==> src/rtl/cpu_mesi_requester.sv <==
// cpu_mesi_requester: processor-side MESI controller for one private cache.
// Decodes CPU load/store requests against the current line state and either
// completes locally (hit / silent upgrade) or arbitrates for the shared bus,
// optionally writing back a dirty victim first, then commits the new state.
//
// Optional feature macro: MESI_SILENT_UPGRADE_EN
//   defined     : store hit on E upgrades to M locally.
//   not defined : store hit on E issues invalidate on the bus, like S.
//
// Ports:
//   clk_i, rst_ni          clock, asynchronous active-low reset
//   cpu_req_i, cpu_we_i    CPU request valid / store(1) vs load(0)
//   hit_i, status_q_i      tag match / current (or victim) line state
//   bus_gnt_i, bus_done_i  arbiter grant / transaction completion
//   bus_shared_i           another cache holds the line (at done)
//   cpu_ready_o            one-cycle completion pulse
//   bus_req_o, message_o   bus request / bus message (NA when idle)
//   wb_o                   current bus transaction is a victim write-back
//   status_we_o, status_n_o  line-state write strobe / new state
// Encodings: state I=00 M=01 S=10 E=11; message NA=00 INV=01 WM=10 RM=11.
module cpu_mesi_requester #(
  parameter int unsigned STATE_W = 2,
  parameter int unsigned MSG_W   = 2
) (
  input  logic               clk_i,
  input  logic               rst_ni,
  input  logic               cpu_req_i,
  input  logic               cpu_we_i,
  input  logic               hit_i,
  input  logic [STATE_W-1:0] status_q_i,
  input  logic               bus_gnt_i,
  input  logic               bus_done_i,
  input  logic               bus_shared_i,
  output logic               cpu_ready_o,
  output logic               bus_req_o,
  output logic [MSG_W-1:0]   message_o,
  output logic               wb_o,
  output logic               status_we_o,
  output logic [STATE_W-1:0] status_n_o
);

  localparam logic [STATE_W-1:0] ST_I = STATE_W'(0);
  localparam logic [STATE_W-1:0] ST_M = STATE_W'(1);
  localparam logic [STATE_W-1:0] ST_S = STATE_W'(2);
  localparam logic [STATE_W-1:0] ST_E = STATE_W'(3);

  localparam logic [MSG_W-1:0] MSG_NA  = MSG_W'(0);
  localparam logic [MSG_W-1:0] MSG_INV = MSG_W'(1);
  localparam logic [MSG_W-1:0] MSG_WM  = MSG_W'(2);
  localparam logic [MSG_W-1:0] MSG_RM  = MSG_W'(3);

  typedef enum logic [2:0] {
    S_IDLE   = 3'd0,
    S_ARB_WB = 3'd1,
    S_BUS_WB = 3'd2,
    S_ARB    = 3'd3,
    S_BUS    = 3'd4,
    S_RESP   = 3'd5
  } fsm_e;

  fsm_e               state_q, state_d;
  logic [MSG_W-1:0]   msg_q, msg_d;        // pending coherence message
  logic               bus_req_d, wb_d, ready_d, status_we_d;
  logic [MSG_W-1:0]   message_d;
  logic [STATE_W-1:0] status_n_d;
  logic               miss;
  logic [STATE_W-1:0] fill_state;

  // A hit on an invalid line is a miss whose victim is that (I) line.
  assign miss = !hit_i || (status_q_i == ST_I);

  // Final state on completion: only a read miss looks at the shared line.
  assign fill_state = (msg_q == MSG_RM) ? (bus_shared_i ? ST_S : ST_E) : ST_M;

  // State and registered outputs.
  always_ff @(posedge clk_i or negedge rst_ni) begin
    if (!rst_ni) begin
      state_q     <= S_IDLE;
      msg_q       <= MSG_NA;
      cpu_ready_o <= 1'b0;
      bus_req_o   <= 1'b0;
      message_o   <= MSG_NA;
      wb_o        <= 1'b0;
      status_we_o <= 1'b0;
      status_n_o  <= ST_I;
    end else begin
      state_q     <= state_d;
      msg_q       <= msg_d;
      cpu_ready_o <= ready_d;
      bus_req_o   <= bus_req_d;
      message_o   <= message_d;
      wb_o        <= wb_d;
      status_we_o <= status_we_d;
      status_n_o  <= status_n_d;
    end
  end

  // Next state and next registered output values.
  always_comb begin
    state_d     = state_q;
    msg_d       = msg_q;
    status_we_d = 1'b0;
    status_n_d  = ST_I;

    unique case (state_q)
      S_IDLE: begin
        if (cpu_req_i) begin
          if (miss) begin
            msg_d   = cpu_we_i ? MSG_WM : MSG_RM;
            state_d = (status_q_i == ST_M) ? S_ARB_WB : S_ARB;
          end else if (!cpu_we_i || (status_q_i == ST_M)) begin
            state_d = S_RESP;
`ifdef MESI_SILENT_UPGRADE_EN
          end else if (status_q_i == ST_E) begin
            state_d     = S_RESP;
            status_we_d = 1'b1;
            status_n_d  = ST_M;
`endif
          end else begin
            state_d = S_ARB;
            msg_d   = MSG_INV;
          end
        end
      end
      S_ARB_WB: begin
        // Grant with done in the same cycle finishes the write-back at once.
        if (bus_gnt_i) begin
          state_d = bus_done_i ? S_ARB : S_BUS_WB;
        end
      end
      S_BUS_WB: begin
        if (bus_done_i) begin
          state_d = S_ARB;
        end
      end
      S_ARB: begin
        if (bus_gnt_i) begin
          if (bus_done_i) begin
            state_d     = S_RESP;
            status_we_d = 1'b1;
            status_n_d  = fill_state;
          end else begin
            state_d = S_BUS;
          end
        end else if ((msg_q == MSG_INV) && (status_q_i == ST_I)) begin
          // Line was snooped away before grant: upgrade becomes a write miss.
          msg_d = MSG_WM;
        end
      end
      S_BUS: begin
        if (bus_done_i) begin
          state_d     = S_RESP;
          status_we_d = 1'b1;
          status_n_d  = fill_state;
        end
      end
      S_RESP: begin
        state_d = S_IDLE;
      end
      default: begin
        state_d = S_IDLE;
      end
    endcase

    bus_req_d = (state_d == S_ARB_WB) || (state_d == S_BUS_WB) ||
                (state_d == S_ARB)    || (state_d == S_BUS);
    wb_d      = (state_d == S_ARB_WB) || (state_d == S_BUS_WB);
    ready_d   = (state_d == S_RESP);
    message_d = ((state_d == S_ARB) || (state_d == S_BUS)) ? msg_d : MSG_NA;
  end

endmodule

==> config.mk <==
export PLATFORM = sky130hd
export DESIGN_NAME = cpu_mesi_requester
export DESIGN_NICKNAME = d
export VERILOG_FILES = /design/src/rtl/cpu_mesi_requester.sv
export SDC_FILE = /design/constraint.sdc
export NUM_CORES = 1
export LEC_CHECK = 0
export CAP_MARGIN = 20
export CORE_MARGIN = 8
export CORE_UTILIZATION = 35
export DETAILED_ROUTE_END_ITERATION = 8
export GPL_TIMING_DRIVEN = 0
export SLEW_MARGIN = 20
export SYNTH_ARGS = -nofsm -noshare
export SYNTH_HDL_FRONTEND = slang
export SYNTH_SLANG_ARGS = --single-unit
==> constraint.sdc <==
create_clock -name clk_i -period 4.3 [get_ports clk_i]
set_clock_uncertainty 0.05 [all_clocks]
set_input_delay 1.29 -clock clk_i [delete_from_list [all_inputs] [get_ports clk_i]]
set_output_delay 1.29 -clock clk_i [all_outputs]
set_load 0.02 [all_outputs]
[After elaboration in Yosys (flattened, before gate mapping)]
Index checks and enable logic that the tools add are counted.
Widths: inputs -> output; s select.
Storage, ports and cells
  output and inout port bits: 8
  flip-flop bits (word level): 13
  word-level logic and storage cells: 58
  bits of input ports: 10
Operators by class
  equality and inequality tests: 12
  muxes and demuxes: 27
  reductions and logical operators: 11
Operators with widths (count)
  $mux 3: 7
  $mux 2: 10
  $pmux 3 s5: 1
  $eq 3x2->1 const B: 4
  $eq 3x3->1 const B: 3
  $pmux 2 s2: 2
  $eq 3x1->1 const B: 2
  $logic_or 1x1->1: 6
  $mux 1: 6
  $eq 2x1->1 const B: 2
  $logic_not 3->1: 1
  $eq 2x2->1 const B: 1
  $logic_not 1->1: 2
  $logic_not 2->1: 1
  $pmux 1 s2: 1
  $logic_and 1x1->1: 1

[Depth between registers and ports, before layout]
  depth in word-level cells: 10
  gate-level depth with buffers: 4
  mapped depth without buffers: 4

[Worst setup path after synthesis]
OpenSTA, ideal clock, no wires.
  kind: input -> register
  from: input cpu_req_i
  to: register bus_req_o
  path slack: 1974 ps
  setup time: 127 ps
  required time: 4123 ps
  path buffers: 0
  stages: 4
  arrival time: 2149 ps
  path through: mux2_4 > a221o_1 > a21oi_1 > o21ai_0
On the way
  longest elaborated chain between the ends: 6
  elaborated cells between the ends (all ways): 9
  those cells by class: eq/ne (4); mux (2); reduce/logical (3)
RTL lines
  from (decl): RTL line 27  | input logic cpu_req_i,
  $mux 3 *: RTL line 107  | if (cpu_req_i) begin
  $pmux 3 s5 *: RTL line 105  | unique case (state_q)
  via state_d[0]: RTL line 61  | fsm_e state_q, state_d;
  $eq 3x1->1 or $eq 3x2->1 (tied branches): RTL line 165  | bus_req_d = (state_d == S_ARB_WB) || (state_d == S_BUS_WB) ||
  $logic_or 1x1->1 (2 in a row): RTL line 165
  $logic_or 1x1->1 *: RTL line 166  | (state_d == S_ARB) || (state_d == S_BUS);
  via bus_req_d: RTL line 63  | logic bus_req_d, wb_d, ready_d, status_we_d;
  to (signal assigned): RTL line 90  | bus_req_o <= bus_req_d;
  to (decl): RTL line 35  | output logic bus_req_o,
Mark *: on every way through the listed nets, which the timed path passes. The rest lies on a longest branch.

[Worst setup path in the final report]
Same ends and word-level chain as after synthesis.

==> impl_metrics.ini <==
[run_status]
status = complete, no violations

[timing]
max_freq_mhz = 382
hold_viol_final = 0
final.min_clock_period_ns = 2.62
max-slew-margin-rel_pct = 62.0
tightest_slew_ns = 0.568
rsz0062_at_grt = false
drv_slew = 0
setup_viol = 0
finalSetupTns_ns = 0
hold_ws_ns = 0.477
min_period_over_period_pct = 60.9

[pwr]
switching_share_pct = 38.2
p_int_mw = 0.358
vdd_drop_max_mv = 0.345
power.switching_mw = 0.221
clock_power_share_pct = 12.5
seqPwrFrac_pct = 37.4
power_frac_comb_pct = 50.1
power.density_mw_per_mm2 = 645
leakagePower_nw = 0.387
total_power_mw = 0.580

[detailed_routing]
wl_mm = 1.43
initialDrtViolationCount = 6
drt-pass1-iter-count = 4
ant_nets = 0
vias = 541
wl_per_cell_um = 13.1
drc = 0
via_per_inst = 4.96

[worst_setup_path]
required_ns = 4.41
ff2ff_setup_slack_ns = 2.63
r2r-start = state_q[2]
slowest_delay_ns = 0.47
slowest_stage = clkdlybuf4s50_1
cp.arrival_ns = 2.73
cp-end-kind = register
critical_path.cell_chain = clkdlybuf4s50_1, mux2_4, a221o_1, a21oi_1, o21ai_0
critPathMaxFanout = 5
r2r_end = bus_req_o
critPathLaunch = cpu_req_i
critical_path_class = input port to register
rr_worst_depth = 4
critPathLaunchType = input port

[floorplan]
pin_count = 18
core.rowCount = 16
core_area_sq_mm = 0.00188
start_util_pct = 35.5
fp.dieH_um = 59.7
die_w_um = 59.7
die_area_sq_mm = 0.00356

[placed_design]
dpl.hpwl_mm = 1.12
io_buffers = 17
place_area_sq_um = 872
place.gp.congestion = 0.841

[clock_tree]
h-tree-depth = 1
clock-sinks = 13
cts_setup_buffers = 0
tritoncts = yes
worst_skew_pair.late_latency_ns = 0.27
numCtsBuffers = 3
root_buffer = clkbuf_4
path_clk_slew_ns = 0.07
cts_hold_buf = 0
clockBufferDepth = 2
ctsResizeCount = 0

[layout]
fillers = 204
final_cell_mix = clkdlybuf4s50_1 (17), dfrtp_1 (13), nor2_1 (5), nand2_1 (4), a21oi_1 (4)
area_delta_synth_final_pct = 34.5
n_antenna_cell = 0
final_cell_area_sq_um = 898
layout_commonest_cell = clkdlybuf4s50_1
utilization_pct = 47.7
drive_above_1_share_pct = 14.6
nets = 93

[grt]
grt_max_degree = 14
gr-total-overflow = 0
antenna_found_initial = 0
grt_pass1_wl_mm = 2.42
grt_pass1_vias = 557
track_usage_pct = 9.00

[synthesis]
syn_nets = 71
synth_cell_type_count = 29
ys_warn_count = 0
ys_seq_elements = 13
avgSynthCellArea_sq_um = 11.0
synth-seq-area-share_pct = 48.7
synth_cells = 61
syn-cell-area_sq_um = 668

[min_path]
holdPathEnd = status_n_o[0]
min_path_cells = 1
hold_start = msg_q[1]
hp-class = register to register

[run]
maxCapViolCount = 0
## worst max-delay path, delay by kind of cell
family | cells | cell delay (ns)
AOI/OAI and AO/OA | 3 | 0.68
buffers and inverters | 1 | 0.47
muxes | 1 | 0.29
## cells in the mapped netlist, drive strengths merged
| library cell | count | area (sq um) |
|---|---|---|
| nor4bb | 1 | 10.0 |
| inv | 2 | 7.51 |
| a21boi | 1 | 7.51 |
| or2 | 1 | 6.26 |
| nand2 | 4 | 15.0 |
| nor2b | 3 | 18.8 |
| nor2 | 5 | 18.8 |
| and3b | 1 | 10.0 |
| a2bb2oi | 1 | 15.0 |
| a2111oi | 1 | 15.0 |
| and2 | 3 | 18.8 |
| nor3b | 1 | 12.5 |
| nand3b | 2 | 15.0 |
| a31oi | 1 | 6.26 |
| a21oi | 4 | 20.0 |
| a311o | 1 | 10.0 |
| nand3 | 2 | 15.0 |
| a221o | 2 | 20.0 |
| nor4b | 1 | 15.0 |
| nand2b | 3 | 26.3 |
| a22o | 1 | 10.0 |
| o21ai | 3 | 15.0 |
| and3 | 1 | 6.26 |
| or3 | 1 | 6.26 |
| mux2 | 1 | 15.0 |
| dfrtp | 13 | 325 |
| a21o | 1 | 7.51 |
## per-layer routing
metal | up-vias | track usage (%) | wire length [um]
met5 | - | 0 | 0
met4 | 0 | 4.08 | 14
met3 | 2 | 4.95 | 100
met2 | 12 | 14.6 | 701
met1 | 261 | 9.24 | 608
li1 | 266 | - | -
## power by group through the flow
stage	sequential [mW]	clock (mW)	combinational, mW
finish	0.217	0.0727	0.290
global route	0.224	0.0823	0.321
CTS	0.217	0.0756	0.296
detailed placement	0.220	0	0.294
global placement	0.219	0	0.291
floorplan	0.239	0	0.175
## cell families after synthesis
logic type             share of synthesized area, %
and+or+nand+nor                                29.0
AOI/OAI and AO/OA                              18.9
DFF                                            48.7
buffers and inverters                          1.12
muxes                                          2.25
## worst max-delay path by stage
| stage | end | slack [ns] | depth (start not counted) |
|---|---|---|---|
| floorplan | bus_req_o | 1.97 | 4 |
| global placement | message_o[1] | 1.37 | 5 |
| detailed placement | bus_req_o | 1.38 | 5 |
| CTS | bus_req_o | 1.66 | 5 |
| global route | bus_req_o | 1.59 | 5 |
| finish | bus_req_o | 1.68 | 5 |
## registers in the layout (all words and copies together), names as in the netlist
signal / cells
state_q: 3
message_o: 2
msg_q: 2
status_n_o: 2
bus_req_o: 1
cpu_ready_o: 1
status_we_o: 1
wb_o: 1
## final cells by class
cell class | count | area, sq um | share of cell area (%)
timing repair buffer | 17 | 170 | 18.9
tap | 27 | 33.8 | 3.76
multi-input combinational | 46 | 335 | 37.3
clock buffer | 4 | 26.3 | 2.92
inverter | 2 | 7.51 | 0.836
sequential | 13 | 325 | 36.2
## metrics by stage
| step | setup slack, ns | std cells |
|---|---|---|
| 2_1_floorplan | 1.97 | 61 |
| 3_3_place_gp | 1.37 | 105 |
| 3_5_place_dp | 1.38 | 105 |
| 4_1_cts | 1.66 | 109 |
| 5_1_grt | 1.59 | 109 |
| 6_report | 1.68 | 109 |
(Power assumes the default switching activity.)
==> RTL edit, RTL diff (same flow settings) <==
The 6 states of `fsm_e` get a one-hot encoding in 6 bits.
--- a/src/rtl/cpu_mesi_requester.sv
+++ b/src/rtl/cpu_mesi_requester.sv
@@ -50,11 +50,11 @@
   localparam logic [MSG_W-1:0] MSG_RM  = MSG_W'(3);
 
-  typedef enum logic [2:0] {
-    S_IDLE   = 3'd0,
-    S_ARB_WB = 3'd1,
-    S_BUS_WB = 3'd2,
-    S_ARB    = 3'd3,
-    S_BUS    = 3'd4,
-    S_RESP   = 3'd5
+  typedef enum logic [5:0] {
+    S_IDLE   = 6'b000001,
+    S_ARB_WB = 6'b000010,
+    S_BUS_WB = 6'b000100,
+    S_ARB    = 6'b001000,
+    S_BUS    = 6'b010000,
+    S_RESP   = 6'b100000
   } fsm_e;
 
Check against the original RTL: no difference found for any inputs over 10 cycles, from zero or initial values and one cycle with rst_ni low; not proved beyond that.
==> RTL edit against the original RTL <==
First-iteration DRC count rose to 3.8 times the old value; largest cell class unchanged; wire length up 40%; synthesized cell count up 38%; highest routed layer unchanged; worst setup slack better by 0.054 ns; synthesized area up 29%; final area up 22%; total power down 7.3%; hold slack better by 0.038 ns; largest power group is now registers; sequential cell count up 3; sequential share of layout area up 0.43 points.
==> RTL edit: results (changes against the original RTL) <==
- Avg Synthesized Cell Area: 10.3 um^2 (-6.3%)
- Initial DRC Count: 23 (+17)
- Synth Area in Compound Gates: 18.9% (-0.046 points)
- Post-DP HPWL: 1550 um (+39%)
- Hold Worst Slack: 0.515 ns (+0.0376 ns)
- Ys flop type: dfrtp_1
- Routed wire per std cell: 14.9 um (+14%)
- First-pass GRT wire length: 3350 um (+39%)
- Root Driver: clkbuf_4
- Area after DPL: 0.00106 mm^2 (+22%)
- HP Start: msg_q[1]
- Via/cell ratio: 5.35 (+7.8%)
- Worst R2R End: message_o[1]
- Post-cts sizing count: 0 (unchanged)
- Worst R2R Start: state_q[5]
- Commonest cells in the netlist: dfrtp_1 (15), inv_1 (7), nand2_1 (6)
- Cell total after placement: 130 (+24%)
- Final Routed Wirelength: 1990 um (+40%)
- Post-synth cell types: 40 (+38%)
- Share of cells above drive strength 1: 12.5% (-2.1 points)
- Synthesized net count: 94 (+32%)
- Lkg Pwr: 0.000522 uW (+35%)
- Crit path DAT: 1.23 ns (-1.50 ns)
- WHS Path Cells: 1 (unchanged)
- IO Port Bufs: 16 (-1)
- Post-Synth XOR/XNOR Area: 3.05% (+3.0 points)
- Clk_lat worst skew: 0.28 ns
- Number of flip-flops under the largest register name: 6 (+3)
- # H-tree levels: 1 (unchanged)
- Post-synthesis sequential area ratio: 46.6% (-2.1 points)
- Worst path slowest cell: clkdlybuf4s50_1
- Pre-CTS setup slack: 1.53 ns (+0.157 ns)
- Delay-heaviest family, CP: buffers and inverters
- Mux share of post-synthesis cell area: 0% (-2.2 points)
- GP Congestion: 0.844 (+0.34%)
- Max IR drop VDD: 279 uV (-19%)
- Largest stage delay, worst path: 0.60 ns (+0.13 ns)
- Cts bufs inserted: 3 (unchanged)
- Vias in the first global route: 740 (+33%)
- Adder-cell share of the synthesized area: 0% (unchanged)
- R2R Setup Slk: 2.63 ns (about the same)
- Post-CTS Setup Bufs: 0 (unchanged)
- CP max FO: 1 (-4)
- Largest net degree at the start of global routing: 17 (+3)
- Total track usage: 9.71% (+0.71 points)
- Worst Tran Pin Value: 0.703 ns (+0.135 ns)
- Fillers: 229 (+12%)
- Fin nets: 115 (+24%)
- Largest cells by area after synthesis: dfrtp_1 (44%), dfstp_2 (3.0%), inv_1 (3.0%), xor2_1 (3.0%), nor4b_4 (2.8%)
- Status: completed
- Worst-path clk slew: 0.09 ns (+0.02 ns)
-- RTL edit: where the power goes --
| group | total, uW | switching, uW | internal [uW] | leakage [uW] |
|---|---|---|---|---|
| clock network | 97.8 | 46.2 | 51.6 | 0.0000210 |
| registers | 220 | 33.0 | 187 | 0.000211 |
| logic | 219 | 116 | 104 | 0.000289 |
-- RTL edit: worst max-delay path by stage --
stage | from | to | slack (ns) | cells after the start
after floorplan | status_q_i[1] | message_o[0] | 1.99 | 5
after global placement | status_q_i[0] | bus_req_o | 1.51 | 5
after detailed placement | status_q_i[0] | bus_req_o | 1.53 | 5
after CTS | status_n_o[1] | status_n_o[1] | 1.71 | 1
after global routing | status_q_i[0] | bus_req_o | 1.64 | 5
final | status_n_o[1] | status_n_o[1] | 1.73 | 1
-- RTL edit: final cells by class --
class	count	area (um^2)	share of cell area, %
timing repair buffer	16	160	14.6
buffer	3	16.3	1.48
sequential	16	402	36.6
inverter	7	26.3	2.40
tap	30	37.5	3.42
clock buffer	4	36.3	3.31
multi-input combinational	58	418	38.1
-- RTL edit: routing by layer --
| metal | global-route usage [%] | vias up | part of all wire, % | wire length [um] |
|---|---|---|---|---|
| li1 | - | 348 | - | - |
| met1 | 11.6 | 350 | 45 | 902 |
| met2 | 16.1 | 17 | 50 | 988 |
| met3 | 3.23 | 2 | 4.5 | 89 |
| met4 | 2.72 | 0 | 0.55 | 11 |
| met5 | 0 | - | 0 | 0 |
-- RTL edit: cell families (layout without fill, tap and decap cells) --
| family | count (synthesis) | after routing |
|---|---|---|
| AO/OA/AOI/OAI | 21 | 21 |
| flip-flops | 16 | 16 |
| XOR/XNOR | 3 | 3 |
| AND/OR/NAND/NOR | 34 | 34 |
| buffers and inverters | 10 | 30 |
